==> config.mk <==
export PLATFORM = sky130hd
export DESIGN_NAME = ahbl_master_port_flat
export DESIGN_NICKNAME = d
export VERILOG_FILES = /design/src/rtl/ahbl_master_port_pkg.sv /design/src/rtl/ahbl_master_port_if.sv /design/src/rtl/ahbl_mst_rdata_align.sv /design/src/rtl/ahbl_master_port.sv /design/src/flat_wrapper.sv
export SDC_FILE = /design/constraint.sdc
export NUM_CORES = 1
export LEC_CHECK = 0
export ABC_AREA = 0
export CORE_AREA = 2 2 93 95
export DETAILED_ROUTE_END_ITERATION = 10
export DIE_AREA = 0 0 95 97
export GPL_ROUTABILITY_DRIVEN = 0
export PLACE_DENSITY = 0.93
export SETUP_SLACK_MARGIN = 0.02
export SLEW_MARGIN = 15
export SYNTH_ARGS = -nofsm -noshare
export SYNTH_HDL_FRONTEND = slang
export SYNTH_SLANG_ARGS = --single-unit
export TNS_END_PERCENT = 20
==> constraint.sdc <==
create_clock -name clk -period 5.6 [get_ports clk]
set_clock_uncertainty 0.05 [all_clocks]
set_input_delay 1.12 -clock clk [delete_from_list [all_inputs] [get_ports clk]]
set_output_delay 1.12 -clock clk [all_outputs]
set_load 0.01 [all_outputs]
==> src/rtl/ahbl_master_port_pkg.sv <==
// Shared AHB-Lite encodings and data-lane helpers for the ahbl_master_port slice.
// Used by ahbl_master_port; the optional request checking is AHBL_MST_ALIGN_CHECK_EN.
package ahbl_master_port_pkg;

    localparam int ADDR_WIDTH = 32;
    localparam int DATA_WIDTH = 32;

    typedef enum logic [1:0] {
        HTRANS_IDLE   = 2'b00,
        HTRANS_NONSEQ = 2'b10
    } htrans_e;

    typedef enum logic [2:0] {
        HSIZE_B = 3'd0,
        HSIZE_H = 3'd1,
        HSIZE_W = 3'd2
    } hsize_e;

    localparam logic [2:0] HBURST_SINGLE = 3'b000;

    // Sub-word stores drive every byte lane so the slave can pick any lane.
    function automatic logic [DATA_WIDTH-1:0] replicate_wdata(
        input logic [DATA_WIDTH-1:0] wdata,
        input logic [2:0]            size
    );
        case (size)
            HSIZE_B: replicate_wdata = {4{wdata[7:0]}};
            HSIZE_H: replicate_wdata = {2{wdata[15:0]}};
            default: replicate_wdata = wdata;
        endcase
    endfunction

    function automatic logic is_misaligned(
        input logic [1:0] addr_lo,
        input logic [2:0] size
    );
        is_misaligned = (size > HSIZE_W) ||
                        ((size == HSIZE_H) && addr_lo[0]) ||
                        ((size == HSIZE_W) && (addr_lo != 2'b00));
    endfunction

endpackage

==> src/rtl/ahbl_master_port_if.sv <==
// AHB-Lite bus bundle between the master port and the interconnect.
interface ahbl_master_port_if;

    logic [31:0] haddr;
    logic [2:0]  hburst;
    logic        hmastlock;
    logic [3:0]  hprot;
    logic [2:0]  hsize;
    logic [1:0]  htrans;
    logic [31:0] hwdata;
    logic        hwrite;
    logic [31:0] hrdata;
    logic        hready;
    logic        hresp;

    modport master (
        output haddr, hburst, hmastlock, hprot, hsize, htrans, hwdata, hwrite,
        input  hrdata, hready, hresp
    );

    modport slave (
        input  haddr, hburst, hmastlock, hprot, hsize, htrans, hwdata, hwrite,
        output hrdata, hready, hresp
    );

endinterface

==> src/rtl/ahbl_mst_rdata_align.sv <==
// Read-data lane extraction: shifts the addressed lane down and zero/sign-extends it.
module ahbl_mst_rdata_align
    import ahbl_master_port_pkg::*;
(
    input  logic [31:0] hrdata,
    input  logic [1:0]  lo,
    input  logic [2:0]  size,
    input  logic        sign,
    output logic [31:0] data
);

    logic [31:0] shifted;

    always_comb begin
        shifted = hrdata >> {lo, 3'b000};
        case (size)
            HSIZE_B: data = {{24{sign & shifted[7]}}, shifted[7:0]};
            HSIZE_H: data = {{16{sign & shifted[15]}}, shifted[15:0]};
            default: data = shifted;
        endcase
    end

endmodule

==> src/rtl/ahbl_master_port.sv <==
// AHB-Lite single-transfer initiator: core request/response port onto the bus, pipelined address/data.
// Define AHBL_MST_ALIGN_CHECK_EN to answer misaligned or oversized requests locally with an error.
module ahbl_master_port
    import ahbl_master_port_pkg::*;
#(
    parameter logic [3:0] HPROT_VAL = 4'b0011
) (
    input  logic                  clk,
    input  logic                  rstn,
    input  logic                  req_valid,
    output logic                  req_ready,
    input  logic [31:0]           req_addr,
    input  logic                  req_we,
    input  logic [2:0]            req_size,
    input  logic                  req_signed,
    input  logic [31:0]           req_wdata,
    output logic                  rsp_valid,
    output logic                  rsp_err,
    output logic [31:0]           rsp_rdata,
    ahbl_master_port_if.master    ahbl
);

    logic        run_q;
    logic        dp_valid_q,  dp_valid_d;
    logic        dp_we_q,     dp_we_d;
    logic [2:0]  dp_size_q,   dp_size_d;
    logic [1:0]  dp_lo_q,     dp_lo_d;
    logic        dp_signed_q, dp_signed_d;
    logic [31:0] dp_wdata_q,  dp_wdata_d;
    logic        local_err_q, local_err_d;
    logic        bad_req;
    logic        accept;
    logic        issue;
    logic [31:0] aligned_rdata;

`ifdef AHBL_MST_ALIGN_CHECK_EN
    assign bad_req = is_misaligned(req_addr[1:0], req_size);
`else
    assign bad_req = 1'b0;
`endif

    // An ERROR response (either cycle) cancels whatever the core is presenting.
    assign accept = run_q & req_valid & ahbl.hready & ~ahbl.hresp;
    assign issue  = run_q & req_valid & ~ahbl.hresp & ~bad_req;

    assign req_ready      = accept;
    assign ahbl.htrans    = issue ? HTRANS_NONSEQ : HTRANS_IDLE;
    assign ahbl.haddr     = req_addr;
    assign ahbl.hwrite    = req_we;
    assign ahbl.hsize     = req_size;
    assign ahbl.hburst    = HBURST_SINGLE;
    assign ahbl.hmastlock = 1'b0;
    assign ahbl.hprot     = HPROT_VAL;
    assign ahbl.hwdata    = dp_wdata_q;

    always_comb begin
        dp_valid_d  = dp_valid_q;
        dp_we_d     = dp_we_q;
        dp_size_d   = dp_size_q;
        dp_lo_d     = dp_lo_q;
        dp_signed_d = dp_signed_q;
        dp_wdata_d  = dp_wdata_q;
        local_err_d = local_err_q;
        if (ahbl.hready) begin
            dp_valid_d = accept;
            if (accept) begin
                dp_we_d     = req_we;
                dp_size_d   = req_size;
                dp_lo_d     = req_addr[1:0];
                dp_signed_d = req_signed;
                dp_wdata_d  = replicate_wdata(req_wdata, req_size);
                local_err_d = bad_req;
            end
        end
    end

    always_ff @(posedge clk or negedge rstn) begin
        if (!rstn) begin
            run_q       <= 1'b0;
            dp_valid_q  <= 1'b0;
            dp_we_q     <= 1'b0;
            dp_size_q   <= 3'd0;
            dp_lo_q     <= 2'd0;
            dp_signed_q <= 1'b0;
            dp_wdata_q  <= 32'd0;
        end else begin
            run_q       <= 1'b1;
            dp_valid_q  <= dp_valid_d;
            dp_we_q     <= dp_we_d;
            dp_size_q   <= dp_size_d;
            dp_lo_q     <= dp_lo_d;
            dp_signed_q <= dp_signed_d;
            dp_wdata_q  <= dp_wdata_d;
        end
    end

`ifdef AHBL_MST_ALIGN_CHECK_EN
    always_ff @(posedge clk or negedge rstn) begin
        if (!rstn) begin
            local_err_q <= 1'b0;
        end else begin
            local_err_q <= local_err_d;
        end
    end
`else
    assign local_err_q = 1'b0;
`endif

    ahbl_mst_rdata_align u_rdata_align (
        .hrdata (ahbl.hrdata),
        .lo     (dp_lo_q),
        .size   (dp_size_q),
        .sign   (dp_signed_q),
        .data   (aligned_rdata)
    );

    assign rsp_valid = dp_valid_q & ahbl.hready;
    assign rsp_err   = rsp_valid & (ahbl.hresp | local_err_q);
    assign rsp_rdata = (rsp_valid & ~rsp_err & ~dp_we_q) ? aligned_rdata : 32'd0;

endmodule
==> src/flat_wrapper.sv <==
// flat-port wrapper written by rule: the top's interface ports become plain ports
module ahbl_master_port_flat import ahbl_master_port_pkg::*;
#(
    parameter logic [3:0] HPROT_VAL = 4'b0011
)
  (clk, rstn, req_valid, req_ready, req_addr, req_we, req_size, req_signed, req_wdata, rsp_valid, rsp_err, rsp_rdata, ahbl_haddr, ahbl_hburst, ahbl_hmastlock, ahbl_hprot, ahbl_hsize, ahbl_htrans, ahbl_hwdata, ahbl_hwrite, ahbl_hrdata, ahbl_hready, ahbl_hresp);
  ahbl_master_port_if ahbl_i ();
  input  logic clk;
  input  logic rstn;
  input  logic req_valid;
  output logic req_ready;
  input  logic [31:0] req_addr;
  input  logic req_we;
  input  logic [2:0] req_size;
  input  logic req_signed;
  input  logic [31:0] req_wdata;
  output logic rsp_valid;
  output logic rsp_err;
  output logic [31:0] rsp_rdata;
  output wire logic [$bits(ahbl_i.haddr)-1:0] ahbl_haddr;
  output wire logic [$bits(ahbl_i.hburst)-1:0] ahbl_hburst;
  output wire logic [$bits(ahbl_i.hmastlock)-1:0] ahbl_hmastlock;
  output wire logic [$bits(ahbl_i.hprot)-1:0] ahbl_hprot;
  output wire logic [$bits(ahbl_i.hsize)-1:0] ahbl_hsize;
  output wire logic [$bits(ahbl_i.htrans)-1:0] ahbl_htrans;
  output wire logic [$bits(ahbl_i.hwdata)-1:0] ahbl_hwdata;
  output wire logic [$bits(ahbl_i.hwrite)-1:0] ahbl_hwrite;
  input wire logic [$bits(ahbl_i.hrdata)-1:0] ahbl_hrdata;
  input wire logic [$bits(ahbl_i.hready)-1:0] ahbl_hready;
  input wire logic [$bits(ahbl_i.hresp)-1:0] ahbl_hresp;
  assign ahbl_haddr = ahbl_i.haddr;
  assign ahbl_hburst = ahbl_i.hburst;
  assign ahbl_hmastlock = ahbl_i.hmastlock;
  assign ahbl_hprot = ahbl_i.hprot;
  assign ahbl_hsize = ahbl_i.hsize;
  assign ahbl_htrans = ahbl_i.htrans;
  assign ahbl_hwdata = ahbl_i.hwdata;
  assign ahbl_hwrite = ahbl_i.hwrite;
  assign ahbl_i.hrdata = ahbl_hrdata;
  assign ahbl_i.hready = ahbl_hready;
  assign ahbl_i.hresp = ahbl_hresp;
  ahbl_master_port #(.HPROT_VAL(HPROT_VAL)) u_core (.clk(clk), .rstn(rstn), .req_valid(req_valid), .req_ready(req_ready), .req_addr(req_addr), .req_we(req_we), .req_size(req_size), .req_signed(req_signed), .req_wdata(req_wdata), .rsp_valid(rsp_valid), .rsp_err(rsp_err), .rsp_rdata(rsp_rdata), .ahbl(ahbl_i));
endmodule
==> results.ini <==
[global_route]
first_global_vias=2876
grt_overflow=0
antenna_found_initial=0
grt_start_max_net_pins=65
grt_pass1_wl_um=15100
grt_usage_pct=20.8

[clocking]
htreeDepth=2
postCtsSetupRepairBufs=0
cts_root_buffer=clkbuf_8
cts.clk_slew.worst_paths_ns=0.08
holdBufCountCts=0
max-clock-path-buffers=2
worstSkewPairLatency_ns=0.29
numCtsBuffers=5
cts_resized=0
cts.sinks=41
cts_tree=built

[sta]
max_slew_margin_pct=26.1
fin_tns_setup_ns=0
fin_crit_ns=4.92
setup_viol=0
drv_slew=0
finalCritPeriodShare_pct=87.8
hold_ws_ns=0.436
tightestPinTransition_ns=1.11
grt_setup_unrepaired=no
fmax_ghz=0.203
hold_viol=0
setup_ws_ns=0.685

[setup_path]
arrival_ns=3.75
cpMaxStageDelayCell=clkdlybuf4s50_1
path_max_fanout=16
crit_path_cell_trace=clkdlybuf4s50_1, nor4bb_4, nand3_1, o21ai_0, clkdlybuf4s50_1
critPathKind=in -> out
cpMostUsedCell=clkdlybuf4s50_1
r2r_end=u_core.ahbl.hwdata[6]
crit_start=ahbl_hready
worstReg2RegStart=u_core.run_q
max_stage_delay_ns=0.60
critPathLaunchType=primary input
required_ns=4.43
cp-end-kind=output pin
crit_path_end=rsp_rdata[17]
reg2reg_depth=3
reg2reg_slack_ns=3.91

[placement]
io_buffers=149
dp_slack_ns=0.668
hpwl_um=7570

[route]
via_count=2755
wl_met3_um=1020
wl_per_cell_um=18.5
drtIter0Drc=60
drc=0
dr.max_layer_used=met4
wl_met2_um=5080
wirelength_um=9760
dr.pass1.iters=4
viasPerCell=5.23
ant_nets=0
wl_met1_um=3390

[die]
die_area_mm2=0.00922
die_y_um=97
io_pins=219
die_x_um=95
core_area_mm2=0.00813
rows=33
start_util_pct=37.1

[run_status]
outcome=complete, no violations

[hold_path]
hp-class=reg -> reg

[job]
drv_cap=0

[final_layout]
synthToLayoutAreaGrowth_pct=45.3
fillers=701
layout.nets=528
antenna_cells=0
drive_gt1_share_pct=12.3

[pwr]
cellPowerDensity_mw_per_mm2=245
peakVddDrop_uv=223
leakage_nw=1.74

[synth]
syn_area_mm2=0.00302
yosysUniqueCellTypes=29
ys_warn_count=0
syn-mean-instance-area_um2=9.41
yosysSeqAreaShare_pct=34.0
syn_inst=321
synth-seq-cells=41
synthTopCellsByArea=dfrtp_1, mux2_2, buf_4, mux2i_1, o21ai_0
yosysTopAreaCell=dfrtp_1
synth_top_area_share_pct=34.0

-- cell type report --
type                       instances  area, µm²  share of cell area (%)
sequential                        41       1030                    23.4
tap                              105        131                    2.99
multi-input combinational        216       1580                    36.0
clock inverter                     2       35.0                   0.798
inverter                           2       7.51                   0.171
clock buffer                       5       68.8                    1.57
timing repair buffer             156       1540                    35.1
-- registers in the layout (all words and copies together) (netlist names) --
register and count:
u_core.ahbl.hwdata 32, u_core.dp_lo_q 2, u_core.dp_signed_q 1, u_core.dp_size_q 3
u_core.dp_valid_q 1, u_core.dp_we_q 1, u_core.run_q 1
-- power breakdown --
part	total, mW	internal (mW)	switching (mW)	leakage [nW]
sequential	0.396	0.355	0.0416	0.507
clock	0.234	0.130	0.104	0.0540
combinational	0.443	0.245	0.197	1.18
total	1.07	0.730	0.343	1.74
-- synth_stat cells --
master,n
a211oi_1,14
buf_6,2
nor4b_1,1
dfrtp_1,41
mux2_2,32
inv_1,2
buf_2,3
o21ai_1,10
nor3_2,1
and3_1,1
a222oi_1,1
conb_1,2
nand2_1,26
o31ai_1,1
o21ba_2,1
mux2_4,1
nand4b_1,9
nor2_1,5
and2_1,3
nor2b_1,9
nor4bb_1,1
mux2i_1,32
nand3_1,10
a2bb2oi_1,7
mux4_1,1
xor2_1,1
buf_4,46
clkbuf_1,19
o21ai_0,39
-- metal layers --
metal  track usage [%]  vias to the layer above
met4              7.36                        0
li1                  -                     1290
met1              22.2                     1304
met3              7.01                       30
met5                 0                        -
met2              37.3                      131
-- placed cells by master (no fill, tap or decap), types with 2 or more instances in the layout --
cell | Yosys | final
mux2_2 | 32 | 32
dfrtp_1 | 41 | 41
a211oi_1 | 14 | 14
inv_1 | 2 | 2
o21ai_0 | 39 | 39
nand3_1 | 10 | 10
mux2i_1 | 32 | 32
nand2_1 | 26 | 26
buf_4 | 46 | 7
clkdlybuf4s50_1 | 0 | 148
nor2b_1 | 9 | 9
nor2_1 | 5 | 4
clkbuf_8 | 0 | 5
a2bb2oi_1 | 7 | 7
conb_1 | 2 | 10
o21ai_1 | 10 | 10
nand4b_1 | 9 | 9
and2_1 | 3 | 3
-- stage by stage --
stage | area [µm²] | total power [mW] | instances | utilization [%]
2_1_floorplan | 3050 | 0.652 | 329 | -
6_report | 4390 | 1.07 | 527 | 53.9
5_1_grt | 4390 | 1.14 | 527 | 53.9
3_3_place_gp | 4280 | 0.829 | 520 | 52.7
4_1_cts | 4390 | 1.08 | 527 | 53.9
3_5_place_dp | 4280 | 0.844 | 520 | 52.7
-- kinds of logic (layout without fill, tap and decap cells) --
logic type                count (synthesis)  count (layout)  share of synthesized area (%)
AOI/OAI and AO/OA                        73              73                           14.5
xor gates and xnor gates                  1               1                          0.290
buffers and inverters                    72             165                           15.3
DFF                                      41              41                           34.0
muxes                                    66              66                           23.9
other                                     2              10                          0.249
and+or+nand+nor                          66              66                           11.8
-- how the worst min path moves through the flow --
| stage | from | endpoint | slack, ns | cells after the start |
|---|---|---|---|---|
| floorplan | u_core.dp_signed_q | u_core.dp_signed_q | 0.44 | 1 |
| global placement | u_core.ahbl.hwdata[11] | u_core.ahbl.hwdata[11] | 0.41 | 2 |
| detailed placement | u_core.ahbl.hwdata[11] | u_core.ahbl.hwdata[11] | 0.42 | 2 |
| CTS | u_core.ahbl.hwdata[11] | u_core.ahbl.hwdata[11] | 0.44 | 2 |
| global route | u_core.ahbl.hwdata[21] | u_core.ahbl.hwdata[21] | 0.47 | 2 |
| finish | u_core.ahbl.hwdata[16] | u_core.ahbl.hwdata[16] | 0.44 | 2 |
-- critical path, delay by kind of cell --
family / cells / cell delay [ns]
simple gates: 2 / 1.15
buf+inv: 2 / 1.13
compound gates: 1 / 0.35
Power figures use the tool's default switching activity.
